--- src/rtl/serial_adder_pkg.sv ---
// serial_adder_pkg: shared types and defaults for the bit-serial adder.
//   state_t      - controller states (IDLE, SHIFT, DONE)
//   SA_WIDTH_DEF - default operand/result width
package serial_adder_pkg;

  localparam int SA_WIDTH_DEF = 8;

  typedef enum logic [1:0] {
    IDLE  = 2'd0,
    SHIFT = 2'd1,
    DONE  = 2'd2
  } state_t;

endpackage

--- src/rtl/serial_adder_if.sv ---
// serial_adder_if: start/busy/done handshake plus operand and result bus.
//   master (controller): drives start, a, b, c_in; reads busy, done, sum, c_out
//   slave  (adder)     : reads start, a, b, c_in; drives busy, done, sum, c_out
interface serial_adder_if
  import serial_adder_pkg::*;
#(
  parameter int WIDTH = SA_WIDTH_DEF
);

  logic             start;
  logic [WIDTH-1:0] a;
  logic [WIDTH-1:0] b;
  logic             c_in;
  logic             busy;
  logic             done;
  logic [WIDTH-1:0] sum;
  logic             c_out;

  modport master (
    output start, a, b, c_in,
    input  busy, done, sum, c_out
  );

  modport slave (
    input  start, a, b, c_in,
    output busy, done, sum, c_out
  );

endinterface

--- src/rtl/serial_adder_fa.sv ---
// full_adder: existing one-bit full adder cell.
//   a, b, c_in - operand bits and carry in
//   sum, c_out - sum bit and carry out
module full_adder (
  output logic sum,
  output logic c_out,
  input  logic a,
  input  logic b,
  input  logic c_in
);

  assign sum   = a ^ b ^ c_in;
  assign c_out = (a & b) | (a & c_in) | (b & c_in);

endmodule

--- src/rtl/serial_adder.sv ---
// serial_adder: bit-serial WIDTH-bit adder built around one full_adder.
// Operands are shifted LSB first through the cell, the carry is held in a
// flop between bits, and sum bits accumulate into a shift register. The
// visible result register only changes on completion.
//   clk, rst - clock and synchronous active-high reset
//   bus      - slave side of serial_adder_if (start/a/b/c_in in,
//              busy/done/sum/c_out out)
module serial_adder
  import serial_adder_pkg::*;
#(
  parameter int WIDTH = SA_WIDTH_DEF
) (
  input  logic          clk,
  input  logic          rst,
  serial_adder_if.slave bus
);

  localparam int CNT_W = (WIDTH <= 1) ? 1 : $clog2(WIDTH + 1);
  localparam logic [CNT_W-1:0] CNT_LAST = CNT_W'(WIDTH - 1);

  state_t           state_q;
  logic [WIDTH-1:0] a_sh_q;
  logic [WIDTH-1:0] b_sh_q;
  logic [WIDTH-1:0] acc_q;
  logic [WIDTH-1:0] acc_d;
  logic [WIDTH-1:0] sum_q;
  logic [CNT_W-1:0] cnt_q;
  logic             carry_q;
  logic             c_out_q;
  logic             busy_q;
  logic             done_q;

  logic             fa_sum;
  logic             fa_c_out;

  full_adder u_fa (
    .sum   (fa_sum),
    .c_out (fa_c_out),
    .a     (a_sh_q[0]),
    .b     (b_sh_q[0]),
    .c_in  (carry_q)
  );

  // New sum bit enters at the MSB; after WIDTH shifts the LSB has arrived
  // at bit 0. Written as shift/or so it also holds for WIDTH=1.
  assign acc_d = (acc_q >> 1) | (WIDTH'(fa_sum) << (WIDTH - 1));

  always_ff @(posedge clk) begin
    if (rst) begin
      state_q <= IDLE;
      a_sh_q  <= '0;
      b_sh_q  <= '0;
      acc_q   <= '0;
      sum_q   <= '0;
      cnt_q   <= '0;
      carry_q <= 1'b0;
      c_out_q <= 1'b0;
      busy_q  <= 1'b0;
      done_q  <= 1'b0;
    end else begin
      case (state_q)
        IDLE: begin
          done_q <= 1'b0;
          if (bus.start) begin
            a_sh_q  <= bus.a;
            b_sh_q  <= bus.b;
            carry_q <= bus.c_in;
            cnt_q   <= '0;
            acc_q   <= '0;
            busy_q  <= 1'b1;
            state_q <= SHIFT;
          end
        end
        SHIFT: begin
          acc_q   <= acc_d;
          a_sh_q  <= a_sh_q >> 1;
          b_sh_q  <= b_sh_q >> 1;
          carry_q <= fa_c_out;
          cnt_q   <= cnt_q + CNT_W'(1);
          if (cnt_q == CNT_LAST) begin
            // Last bit: publish the full result in the same edge.
            sum_q   <= acc_d;
            c_out_q <= fa_c_out;
            busy_q  <= 1'b0;
            done_q  <= 1'b1;
            state_q <= DONE;
          end
        end
        DONE: begin
          done_q  <= 1'b0;
          state_q <= IDLE;
        end
        default: begin
          busy_q  <= 1'b0;
          done_q  <= 1'b0;
          state_q <= IDLE;
        end
      endcase
    end
  end

  assign bus.busy  = busy_q;
  assign bus.done  = done_q;
  assign bus.sum   = sum_q;
  assign bus.c_out = c_out_q;

endmodule

--- src/flat_wrapper.sv ---
// flat-port wrapper written by rule: the top's interface ports become plain ports
module serial_adder_flat import serial_adder_pkg::*;
#(
  parameter int WIDTH = SA_WIDTH_DEF
)
  (clk, rst, bus_start, bus_a, bus_b, bus_c_in, bus_busy, bus_done, bus_sum, bus_c_out);
  serial_adder_if #(.WIDTH(WIDTH)) bus_i ();
  input  logic clk;
  input  logic rst;
  input wire logic [$bits(bus_i.start)-1:0] bus_start;
  input wire logic [$bits(bus_i.a)-1:0] bus_a;
  input wire logic [$bits(bus_i.b)-1:0] bus_b;
  input wire logic [$bits(bus_i.c_in)-1:0] bus_c_in;
  output wire logic [$bits(bus_i.busy)-1:0] bus_busy;
  output wire logic [$bits(bus_i.done)-1:0] bus_done;
  output wire logic [$bits(bus_i.sum)-1:0] bus_sum;
  output wire logic [$bits(bus_i.c_out)-1:0] bus_c_out;
  assign bus_i.start = bus_start;
  assign bus_i.a = bus_a;
  assign bus_i.b = bus_b;
  assign bus_i.c_in = bus_c_in;
  assign bus_busy = bus_i.busy;
  assign bus_done = bus_i.done;
  assign bus_sum = bus_i.sum;
  assign bus_c_out = bus_i.c_out;
  serial_adder #(.WIDTH(WIDTH)) u_core (.clk(clk), .rst(rst), .bus(bus_i));
endmodule
--- config.mk ---
export PLATFORM = sky130hd
export DESIGN_NAME = serial_adder_flat
export DESIGN_NICKNAME = d
export VERILOG_FILES = /design/src/rtl/serial_adder_pkg.sv /design/src/rtl/serial_adder_if.sv /design/src/rtl/serial_adder_fa.sv /design/src/rtl/serial_adder.sv /design/src/flat_wrapper.sv
export SDC_FILE = /design/constraint.sdc
export NUM_CORES = 1
export LEC_CHECK = 0
export CAP_MARGIN = 20
export CORE_ASPECT_RATIO = 0.75
export CORE_UTILIZATION = 46
export CTS_CLUSTER_SIZE = 16
export DETAILED_ROUTE_END_ITERATION = 7
export GPL_ROUTABILITY_DRIVEN = 0
export MAX_ROUTING_LAYER = met4
export PLACE_DENSITY_LB_ADDON = 0.05
export SLEW_MARGIN = 0
export SYNTH_ARGS = -nofsm -noshare
export SYNTH_HDL_FRONTEND = slang
export SYNTH_SLANG_ARGS = --single-unit
--- constraint.sdc ---
create_clock -name clk -period 1.1 [get_ports clk]
set_input_delay 0.165 -clock clk [delete_from_list [all_inputs] [get_ports clk]]
set_output_delay 0.165 -clock clk [all_outputs]
set_load 0.005 [all_outputs]
==> impl_metrics.toml <==
[floorplan]
num_rows = 19
die_area_um2 = 4320
die_w_um = 75.6
start_util_pct = 49.4
die_y_um = 57.2
io-pin-count = 31
core_area_um2 = 3780

[clocking]
clk_latency_ns = 0.30
htree_levels = 2
clk_pin_slew_ns = 0.08
clkSinkCount = 41
cts_tree = "yes"
cts-root-buf = "sky130_fd_sc_hd__clkbuf_8"
clockBufferDepth = 2
cts_inserted_buffers = 5

[timing]
final.setup.worst_slack_ns = -0.0829
timing.final.max_slew_violations = 0
max_slew.worst_pin.slew_ns = 0.244
timing.fmax_mhz = 845
setup_viol_count_final = 24
clock-skew-final_ns = 0.00784
setup_total_negative_slack_ns = -0.795
timing.slew.headroom_pct = 83.7
post-route-period-util_pct = 108
finalWorstPathRequiredPeriod_ns = 1.18
final_hold_viol_count = 0
unrepaired_setup_endpoints_after_global_routing = "true"

[layout]
insertedDiodeCount = 0
count_of_fill_cells_added_during_filler_insertion = 264
num-nets-final = 308
final_area_um2 = 2820
areaGrowthSynthToFinish_pct = 51.1
multi_input_comb_area_um2 = 1060
final_layout_size_suffix_gt1_share_pct = 36.6
area.sequential_um2 = 846

[synth]
dominantRegCellSynth = "sky130_fd_sc_hd__dfxtp_1"
synth_top_cells_by_area = "sky130_fd_sc_hd__dfxtp_1 (44%), sky130_fd_sc_hd__a21oi_1 (11%), sky130_fd_sc_hd__o221a_1 (7.8%)"
synth.cells.most_frequent = "sky130_fd_sc_hd__a21oi_1 (41), sky130_fd_sc_hd__dfxtp_1 (41), sky130_fd_sc_hd__nor2_1 (37)"
yosys.area.top_type_share_pct = 43.9
share_of_async_settable_or_async_resettable_flops_after_synthesis_pct = 0
synth-seq-area-share_pct = 43.9
synth-edff-count = 0
postSynthAreaPerCell_um2 = 8.16
syn-num-nets = 251
syn_area_um2 = 1870
synth_cells = 229
synth_cell_types = 29
yosys_warnings = 0
synth.largest_area_cell = "sky130_fd_sc_hd__dfxtp_1"
postSynthRegisterBits = 41

[power_and_ir_drop]
worst_ir_drop_vdd_mv = 0.818
pwr_density_cell_nw_per_um2 = 1120
power.static_leakage_nw = 1.11
p_total_mw = 3.15

[run]
timing.max_cap.violations = 0

[critical_path]
cp_max_fo = 2
worst_ep_arrival_ns = 1.42
worst-setup-path-type = "flop to flop"
worstSetupStartpointType = "flop"
slowest_stage = "sky130_fd_sc_hd__fa_2"
critical_path.n_buffers_inverters = 0
timing.reg2reg.setup_slack_ns = -0.08
critical_path.endpoint_type = "flop"
critical_path_required_ns = 1.33
crit_chain = "fa_2 > nand3_1 > a21oi_1"
critical_path.top_delay_family = "adder cells"
worst_path_largest_cell_delay_ns = 0.58

[routing]
antenna_violating_nets_post_route = 0
postRouteWirelength_mm = 4.97
routed_via_density = 5.42
drc_errors = 0
drt-initial-drc-count = 110
wl_per_cell_um = 14.7
detail_route.first_pass.iterations = 4
via_count = 1836

[global_routing]
maximum_number_of_pins_on_one_net_before_global_route_repair = 23
grt_remaining_overflow = 0
globalRouteTotalUtil_pct = 24.8
grt_pass1_vias = 1729
antenna_violations_before_repair = 0
grt_first_pass_wirelength_mm = 7.69

[placed_design]
hpwlAfterDp_mm = 3.12
port_buffers = 30
post_dp_cell_area_um2 = 2380
dpl_worst_slack_ns = -0.303

[status]
status = "complete, but fails checks"
failed_checks = "setup timing"

[hold_path]
holdCritPathClass = "flop to flop"
==> final timing paths <==
| path | startpoint | endpoint | cells after the start |
|---|---|---|---|
| setup / recovery | u_core.a_sh_q[0]$_SDFFE_PP0P_ | u_core.bus.sum[7]$_SDFFE_PP0P_ | 3 |
| setup reg to reg | u_core.a_sh_q[0]$_SDFFE_PP0P_ | u_core.bus.sum[7]$_SDFFE_PP0P_ | 3 |
| hold / removal | u_core.bus.c_out$_SDFFE_PP0P_ | u_core.bus.c_out$_SDFFE_PP0P_ | 2 |
| hold reg to reg | u_core.bus.c_out$_SDFFE_PP0P_ | u_core.bus.c_out$_SDFFE_PP0P_ | 2 |
==> layer usage <==
metal | global-route usage, % | part of all wire [%]
met1 | 31.6 | 47
met2 | 37.1 | 46
met3 | 4.77 | 4.3
met4 | 12.7 | 2.0
met5 | - | 0
==> state kept, by name (all words and copies together), names as in the netlist <==
signal and count:
u_core.bus.c_out 1, u_core.carry_q 1, u_core.bus.done 1, u_core.bus.busy 1, u_core.b_sh_q 8, u_core.state_q 2, u_core.acc_q 7, u_core.bus.sum 8
u_core.a_sh_q 8, u_core.cnt_q 4
==> worst min-delay path, cell delays in order, from the launching register on <==
cell and delay (ns):
sky130_fd_sc_hd__dfxtp_2 0.33, sky130_fd_sc_hd__o21ai_2 0.05, sky130_fd_sc_hd__a21oi_2 0.05
==> report_power, final <==
group          switching [mW]  internal, mW
combinational           0.252         0.293
clock                   0.557         0.438
sequential             0.0579          1.55
==> through the flow <==
step / utilization [%] / hold slack, ns / std cells
after floorplan: - / 0.349 / 229
after global placement: 62.9 / 0.451 / 322
after detailed placement: 62.9 / 0.466 / 322
after CTS: 67.8 / 0.458 / 334
after global routing: 74.7 / 0.477 / 339
final: 74.7 / 0.462 / 339
==> layout make-up <==
type                            instances  share of cell area [%]
Clock buffer                            5                    2.44
Timing Repair Buffer                   71                    25.1
Tap cell                               52                    2.30
Inverter                               16                    2.13
Multi-Input combinational cell        151                    37.4
Sequential cell                        41                    30.0
Clock inverter                          3                   0.621
==> placed cells by master, fill, tap and decap left out, types with 2 or more instances in the layout <==
master	Yosys	final
sky130_fd_sc_hd__inv_1	16	16
sky130_fd_sc_hd__nand2_1	4	4
sky130_fd_sc_hd__nor2_4	0	3
sky130_fd_sc_hd__o22ai_1	2	2
sky130_fd_sc_hd__dlygate4sd2_1	0	9
sky130_fd_sc_hd__a22oi_2	0	3
sky130_fd_sc_hd__clkbuf_8	0	5
sky130_fd_sc_hd__dfxtp_2	0	14
sky130_fd_sc_hd__nand3_1	11	8
sky130_fd_sc_hd__clkbuf_16	0	2
sky130_fd_sc_hd__o221a_1	13	13
sky130_fd_sc_hd__clkdlybuf4s15_1	0	2
sky130_fd_sc_hd__o21a_1	2	2
sky130_fd_sc_hd__nand3b_1	4	4
sky130_fd_sc_hd__buf_4	1	27
sky130_fd_sc_hd__clkdlybuf4s50_1	0	18
sky130_fd_sc_hd__a31oi_1	2	2
sky130_fd_sc_hd__buf_6	1	8
sky130_fd_sc_hd__a21oi_2	0	8
sky130_fd_sc_hd__clkinv_2	0	2
sky130_fd_sc_hd__a21oi_1	41	33
sky130_fd_sc_hd__buf_12	0	3
sky130_fd_sc_hd__o21ai_1	7	3
sky130_fd_sc_hd__nor2b_1	5	4
sky130_fd_sc_hd__nand3_2	0	3
sky130_fd_sc_hd__nor2_2	0	10
sky130_fd_sc_hd__nor2_1	37	24
sky130_fd_sc_hd__dfxtp_4	0	2
sky130_fd_sc_hd__dfxtp_1	41	25
sky130_fd_sc_hd__a22oi_1	9	6
sky130_fd_sc_hd__o21ai_2	0	4
==> kinds of logic (layout without fill, tap and decap cells) <==
kind of cell	count (synthesis)	count (layout)	synth area share [%]
fa+ha+maj	2	2	1.74
buf+inv	37	95	8.71
simple gates	67	67	16.9
mux	1	1	0.536
flops	41	41	43.9
compound gates	81	81	28.2
==> what timing repair did <==
action,4_1_cts,5_1_grt
setup endpoints to repair,47,34
hold buffers,0,0
setup buffers,3,3
pin swaps,5,18
gates cloned,1,2
gates resized for setup,41,50
Note: power is estimated with default switching activity, not from simulation.
